===== src/rtl/inst_fetch_queue.sv =====
// Instruction fetch queue: takes one prefetch address at a time, reads the
// 32-bit word as four little-endian byte reads, and buffers word+PC pairs in a
// small FIFO whose head is presented to the issue stage. A flush empties the
// FIFO and abandons any fetch in progress.
module inst_fetch_queue #(
  parameter int DEPTH_LOG = 2
) (
  input  logic        clk_in,
  input  logic        rst_in,
  input  logic        rdy_in,
  input  logic        flush_pipline,
  input  logic        is_prefetching,
  input  logic [31:0] prefetch_PC,
  output logic        prefetch_ready,
  input  logic        is_issuing,
  output logic        issue_valid,
  output logic [31:0] issue_inst,
  output logic [31:0] issue_PC,
  output logic [31:0] mem_a,
  output logic        mem_rd,
  input  logic [7:0]  mem_din
);

  localparam int DEPTH = 1 << DEPTH_LOG;

  typedef enum logic {IDLE, FETCH} state_t;

  state_t                 state_reg, state_next;
  logic [2:0]             cnt_reg;
  logic [31:0]            pc_reg;
  logic [2:0][7:0]        byte_reg;
  logic [DEPTH_LOG-1:0]   head_reg, tail_reg;
  logic [DEPTH_LOG:0]     count_reg;
  logic [31:0]            inst_q [DEPTH];
  logic [31:0]            pc_q   [DEPTH];

  logic accept, push, pop, fetch_done;
  logic [31:0] fetched_word;

  // The low address bits of a prefetch request carry no meaning: words are aligned.
  logic [1:0] unused_pc_bits;
  assign unused_pc_bits = prefetch_PC[1:0];

  // The fourth byte is taken straight off the bus on the completing edge.
  assign fetch_done   = (state_reg == FETCH) && (cnt_reg == 3'd4);
  assign fetched_word = {mem_din, byte_reg[2], byte_reg[1], byte_reg[0]};

  // Handshakes only complete while the system is running and not flushing.
  assign accept = rdy_in && !flush_pipline && is_prefetching && prefetch_ready;
  assign push   = rdy_in && !flush_pipline && fetch_done;
  assign pop    = rdy_in && !flush_pipline && is_issuing && issue_valid;

  // FSM state register, frozen while rdy_in is low.
  always_ff @(posedge clk_in) begin
    if (rst_in) begin
      state_reg <= IDLE;
    end else if (rdy_in) begin
      state_reg <= state_next;
    end
  end

  // FSM next-state: a flush always returns to IDLE.
  always_comb begin
    state_next = state_reg;
    if (flush_pipline) begin
      state_next = IDLE;
    end else begin
      case (state_reg)
        IDLE:    if (accept)            state_next = FETCH;
        FETCH:   if (cnt_reg == 3'd4)   state_next = IDLE;
        default:                        state_next = IDLE;
      endcase
    end
  end

  // FSM outputs: read strobe for byte slots 0..3, request handshake when a slot is free.
  always_comb begin
    mem_rd         = (state_reg == FETCH) && (cnt_reg < 3'd4);
    mem_a          = mem_rd ? (pc_reg + {29'd0, cnt_reg}) : 32'd0;
    prefetch_ready = !rst_in && (state_reg == IDLE) &&
                     (count_reg < (DEPTH_LOG + 1)'(DEPTH));
  end

  // Fetch datapath: latch the aligned PC, step the byte counter, collect returning bytes.
  always_ff @(posedge clk_in) begin
    if (rst_in) begin
      cnt_reg  <= 3'd0;
      pc_reg   <= 32'd0;
      byte_reg <= '0;
    end else if (rdy_in) begin
      if (flush_pipline) begin
        cnt_reg <= 3'd0;
      end else if (accept) begin
        pc_reg  <= {prefetch_PC[31:2], 2'b00};
        cnt_reg <= 3'd0;
      end else if (state_reg == FETCH) begin
        // Data for the address driven at cnt arrives one cycle later, at cnt+1.
        if (cnt_reg != 3'd0 && cnt_reg != 3'd4) begin
          byte_reg[cnt_reg[1:0] - 2'd1] <= mem_din;
        end
        cnt_reg <= (cnt_reg == 3'd4) ? 3'd0 : cnt_reg + 3'd1;
      end
    end
  end

  // Queue entries: each slot loads the completed word when the tail points at it.
  generate
    for (genvar gi = 0; gi < DEPTH; gi++) begin : g_entry
      always_ff @(posedge clk_in) begin
        if (rst_in) begin
          inst_q[gi] <= 32'd0;
          pc_q[gi]   <= 32'd0;
        end else if (push && (tail_reg == DEPTH_LOG'(gi))) begin
          inst_q[gi] <= fetched_word;
          pc_q[gi]   <= pc_reg;
        end
      end
    end
  endgenerate

  // Queue pointers and occupancy; simultaneous push and pop leaves the count alone.
  always_ff @(posedge clk_in) begin
    if (rst_in) begin
      head_reg  <= '0;
      tail_reg  <= '0;
      count_reg <= '0;
    end else if (rdy_in) begin
      if (flush_pipline) begin
        head_reg  <= '0;
        tail_reg  <= '0;
        count_reg <= '0;
      end else begin
        if (push) tail_reg <= tail_reg + 1'b1;
        if (pop)  head_reg <= head_reg + 1'b1;
        case ({push, pop})
          2'b10:   count_reg <= count_reg + 1'b1;
          2'b01:   count_reg <= count_reg - 1'b1;
          default: count_reg <= count_reg;
        endcase
      end
    end
  end

  assign issue_valid = (count_reg != '0);
  assign issue_inst  = inst_q[head_reg];
  assign issue_PC    = pc_q[head_reg];

endmodule

===== config.mk =====
export PLATFORM = sky130hd
export DESIGN_NAME = inst_fetch_queue
export DESIGN_NICKNAME = d
export VERILOG_FILES = /design/src/rtl/inst_fetch_queue.sv
export SDC_FILE = /design/constraint.sdc
export NUM_CORES = 1
export LEC_CHECK = 0
export ABC_AREA = 1
export ABC_CLOCK_PERIOD_IN_PS = 4410
export CORE_MARGIN = 1
export CORE_UTILIZATION = 26
export CTS_BUF_LIST = sky130_fd_sc_hd__clkbuf_4 sky130_fd_sc_hd__clkbuf_8 sky130_fd_sc_hd__clkbuf_16
export CTS_CLUSTER_DIAMETER = 50
export DETAILED_ROUTE_END_ITERATION = 7
export PLACE_DENSITY = 0.49
export SLEW_MARGIN = 30
export SYNTH_ARGS = -nofsm -noshare
export SYNTH_HDL_FRONTEND = slang
export SYNTH_SLANG_ARGS = --single-unit

===== constraint.sdc =====
create_clock -name clk_in -period 4.41 [get_ports clk_in]
set_input_delay 0.882 -clock clk_in [delete_from_list [all_inputs] [get_ports clk_in]]
set_output_delay 0.882 -clock clk_in [all_outputs]
set_load 0.1 [all_outputs]

==> impl_metrics.json <==
{
  "status": "finished, violations left",
  "violations": "design-rule violations",
  "post-route-period-util": 0.8776,
  "drtIter0Drc": 694,
  "power.leakage_nw": 6.042,
  "ant_nets": 0,
  "path_class": "reg -> out",
  "cts_tree": "yes",
  "fp.dieH_um": 234.1,
  "dieArea_sq_mm": 0.05480,
  "grt_remaining_overflow": 0,
  "clk_latency_ns": 0.55,
  "cts-root-buf": "clkbuf_16",
  "layout-drive-gt1-share": 0.1533,
  "power_w": 0.007478,
  "grt_pass1_vias": 10330,
  "grt_max_degree": 81,
  "fill_cells": 5427,
  "required_ns": 3.53,
  "clkSinkCount": 315,
  "io_pins": 145,
  "ys_seq_area_frac": 0.6275,
  "post_cts_buffers": 0,
  "yosysWarnings": 0,
  "maxSlewViolCount": 0,
  "drc": 7,
  "diodes": 0,
  "relSlewSlack": 0.3300,
  "finalSetupViolCount": 0,
  "reg2reg_from": "cnt_reg[0]$_SDFFE_PP0P_",
  "reg2reg_slack_ns": 1.93,
  "start_util": 0.2649,
  "hold_viol": 0,
  "drv_cap": 0,
  "syn_to_final_growth_pct": 22.08,
  "finish.net_count": 1591,
  "end_kind": "output port",
  "ys_types": 38,
  "ff2ff_path_depth": 8,
  "cts_resized": 0,
  "post_drt_wl_per_cell_um": 18.38,
  "antenna_found_initial": 0,
  "portBuffers": 140,
  "start_kind": "register",
  "avgViaCountPerCell": 4.636,
  "rsz0062_at_grt": "false",
  "row_count": 84,
  "tightestPinTransition_ns": 1.002,
  "setup.worst_path.start": "cnt_reg[2]$_SDFFE_PP0P_",
  "crit_end": "mem_a[24]",
  "ys_ff_latch": 315,
  "hp-class": "reg -> reg",
  "drtPass1Iterations": 7,
  "ir_drop_mv": 0.2929,
  "synthCells": 1406,
  "worstPathMaxFanout": 6,
  "core_region_area_sq_mm": 0.05287,
  "htreeDepth": 2,
  "routabilityCongestion": 0.8360,
  "postCtsHoldBufs": 0,
  "numCtsBuffers": 41,
  "period_needed_ns": 3.870,
  "clk_pin_slew_ns": 0.06,
  "r2r_end": "inst_q[3][18]$_SDFFCE_PN0P_",
  "die_x_um": 234.1,
  "cts.path.max_buffers": 3,
  "worst_ep_arrival_time_ns": 2.99,
  "largest_reg_flops": 128,
  "synth_area_sq_mm": 0.01400,
  "fin_skew_ns": 0.02015,
  "postSynthAreaPerCell_sq_um": 9.961,
  "power.density_mw_per_mm2": 437.4,
  "hpwl_um": 24270,
  "wl_um": 41420,
  "num_vias": 10450,
  "grt_pass1_wl_um": 62300,
  "setup_tns_ns": 0,
  "max_freq_mhz": 258.4,
  "grt_usage": 0.1511
}
==> layout by cell type, fill, tap and decap left out, types with 3 or more instances in the layout <==
master,count
inv_6,4
buf_12,3
o21ai_1,3
clkdlybuf4s50_1,45
inv_2,10
a211oi_1,6
clkinv_1,7
nand2_2,8
nand4_1,5
nor3_2,3
clkinv_2,7
o22ai_1,62
clkbuf_4,8
dfxtp_1,65
nand2_1,63
buf_4,121
inv_8,4
ha_1,12
edfxtp_1,248
clkbuf_16,41
nor3_1,18
nand3_1,13
inv_1,91
nor2_4,3
nor2_2,6
nor2_1,404
o21ai_0,192
xor2_1,5
nand3_4,4
a21oi_1,80
==> worst max-delay path: stages, from the launching register on <==
cell and delay, ns:
dfxtp_1 0.46, ha_1 0.33, ha_1 0.25, nand2_2 0.10, nor3_4 0.28, nand2_4 0.12
nor2_4 0.13, nand2_4 0.08, nor2_4 0.12, o21ai_1 0.08, nor2_1 0.16, buf_4 0.33
==> area by class of cell <==
| type | instances | area (sq um) | share of cell area |
|---|---|---|---|
| Sequential cell | 315 | 8793 | 0.5143 |
| Multi-Input combinational cell | 902 | 4303 | 0.2517 |
| Timing Repair Buffer | 169 | 1419 | 0.08299 |
| Clock buffer | 51 | 1114 | 0.06513 |
| Tap cell | 688 | 860.8 | 0.05035 |
| Inverter | 104 | 391.6 | 0.02291 |
| Clock inverter | 25 | 216.5 | 0.01266 |
==> worst min-delay path by stage <==
stage                                            to  cells after the start                 startpoint
after floorplan                            register                      2   head_reg[1]$_SDFFE_PP0N_
after global placement                     register                      2   head_reg[1]$_SDFFE_PP0N_
after detailed placement                   register                      2   head_reg[1]$_SDFFE_PP0N_
after CTS                 count_reg[1]$_SDFFE_PP0P_                      2  count_reg[1]$_SDFFE_PP0P_
after global routing      count_reg[1]$_SDFFE_PP0P_                      2  count_reg[1]$_SDFFE_PP0P_
final                                      register                      2   head_reg[1]$_SDFFE_PP0N_
==> synth_stat cells <==
master,instances,area [sq um]
nor4_1,1,6.260
nand4_2,1,12.51
and3_1,1,6.260
nor3_4,2,32.53
inv_2,10,37.54
nand2_2,4,25.02
dfxtp_1,67,1341
buf_4,5,37.54
a21oi_1,80,400.4
inv_1,93,349.1
a21oi_2,1,8.760
conb_1,1,3.750
nand3_2,1,10.01
o22ai_1,62,387.9
nor3_2,2,20.02
clkinv_1,1,3.750
o21ai_1,3,15.01
o21ai_2,1,8.760
nand2_4,2,22.52
o21ai_0,192,960.9
a211oi_1,6,45.04
nor2_1,404,1516
nand4_1,5,31.28
buf_6,24,270.3
nand3_4,4,70.07
xor2_1,5,43.79
edfxtp_1,248,7447
nand2_1,67,251.5
nor3_1,19,95.09
nor2_2,6,37.54
a31oi_1,1,6.260
buf_2,16,80.08
ha_1,12,150.1
nor2_4,3,33.78
o21a_1,1,7.510
o211a_1,1,10.01
clkbuf_1,41,153.9
nand3_1,13,65.06
==> metal layers <==
layer  up-vias  global-route usage  part of all wire
met2       295              0.2528              0.47
met5         -                   0                 0
li1       5078                   -                 -
met1      5033              0.2039              0.46
met3        44             0.02639             0.056
met4         0             0.03064             0.013
==> stage by stage <==
stage                     utilization  hold WS (ns)  setup slack (ns)  std cells  instance area [sq um]
after CTS                      0.3234        0.4869            0.4961       2254                  17100
final                          0.3234        0.4886            0.5400       2254                  17100
after detailed placement       0.2983        0.4790             1.100       2178                  15770
after floorplan                     -        0.4546           0.02985       1407                  14010
after global routing           0.3234        0.5075            0.3722       2254                  17100
after global placement         0.2983        0.4769             1.118       2178                  15770
==> report_power, final <==
group          total, W  internal (W)  switching (W)
combinational  0.000925      0.000183       0.000742
sequential      0.00332       0.00328      0.0000328
clock           0.00324       0.00189        0.00134
==> cells by family after synthesis <==
kind of cell / synth area share
flip-flops: 0.6275
buffers and inverters: 0.06656
adder cells (fa/ha/maj): 0.01072
AND/OR/NAND/NOR: 0.1597
AO/OA/AOI/OAI: 0.1321
XOR/XNOR: 0.003127
other: 0.0002678
No activity file was read; power rests on OpenSTA's default activity.
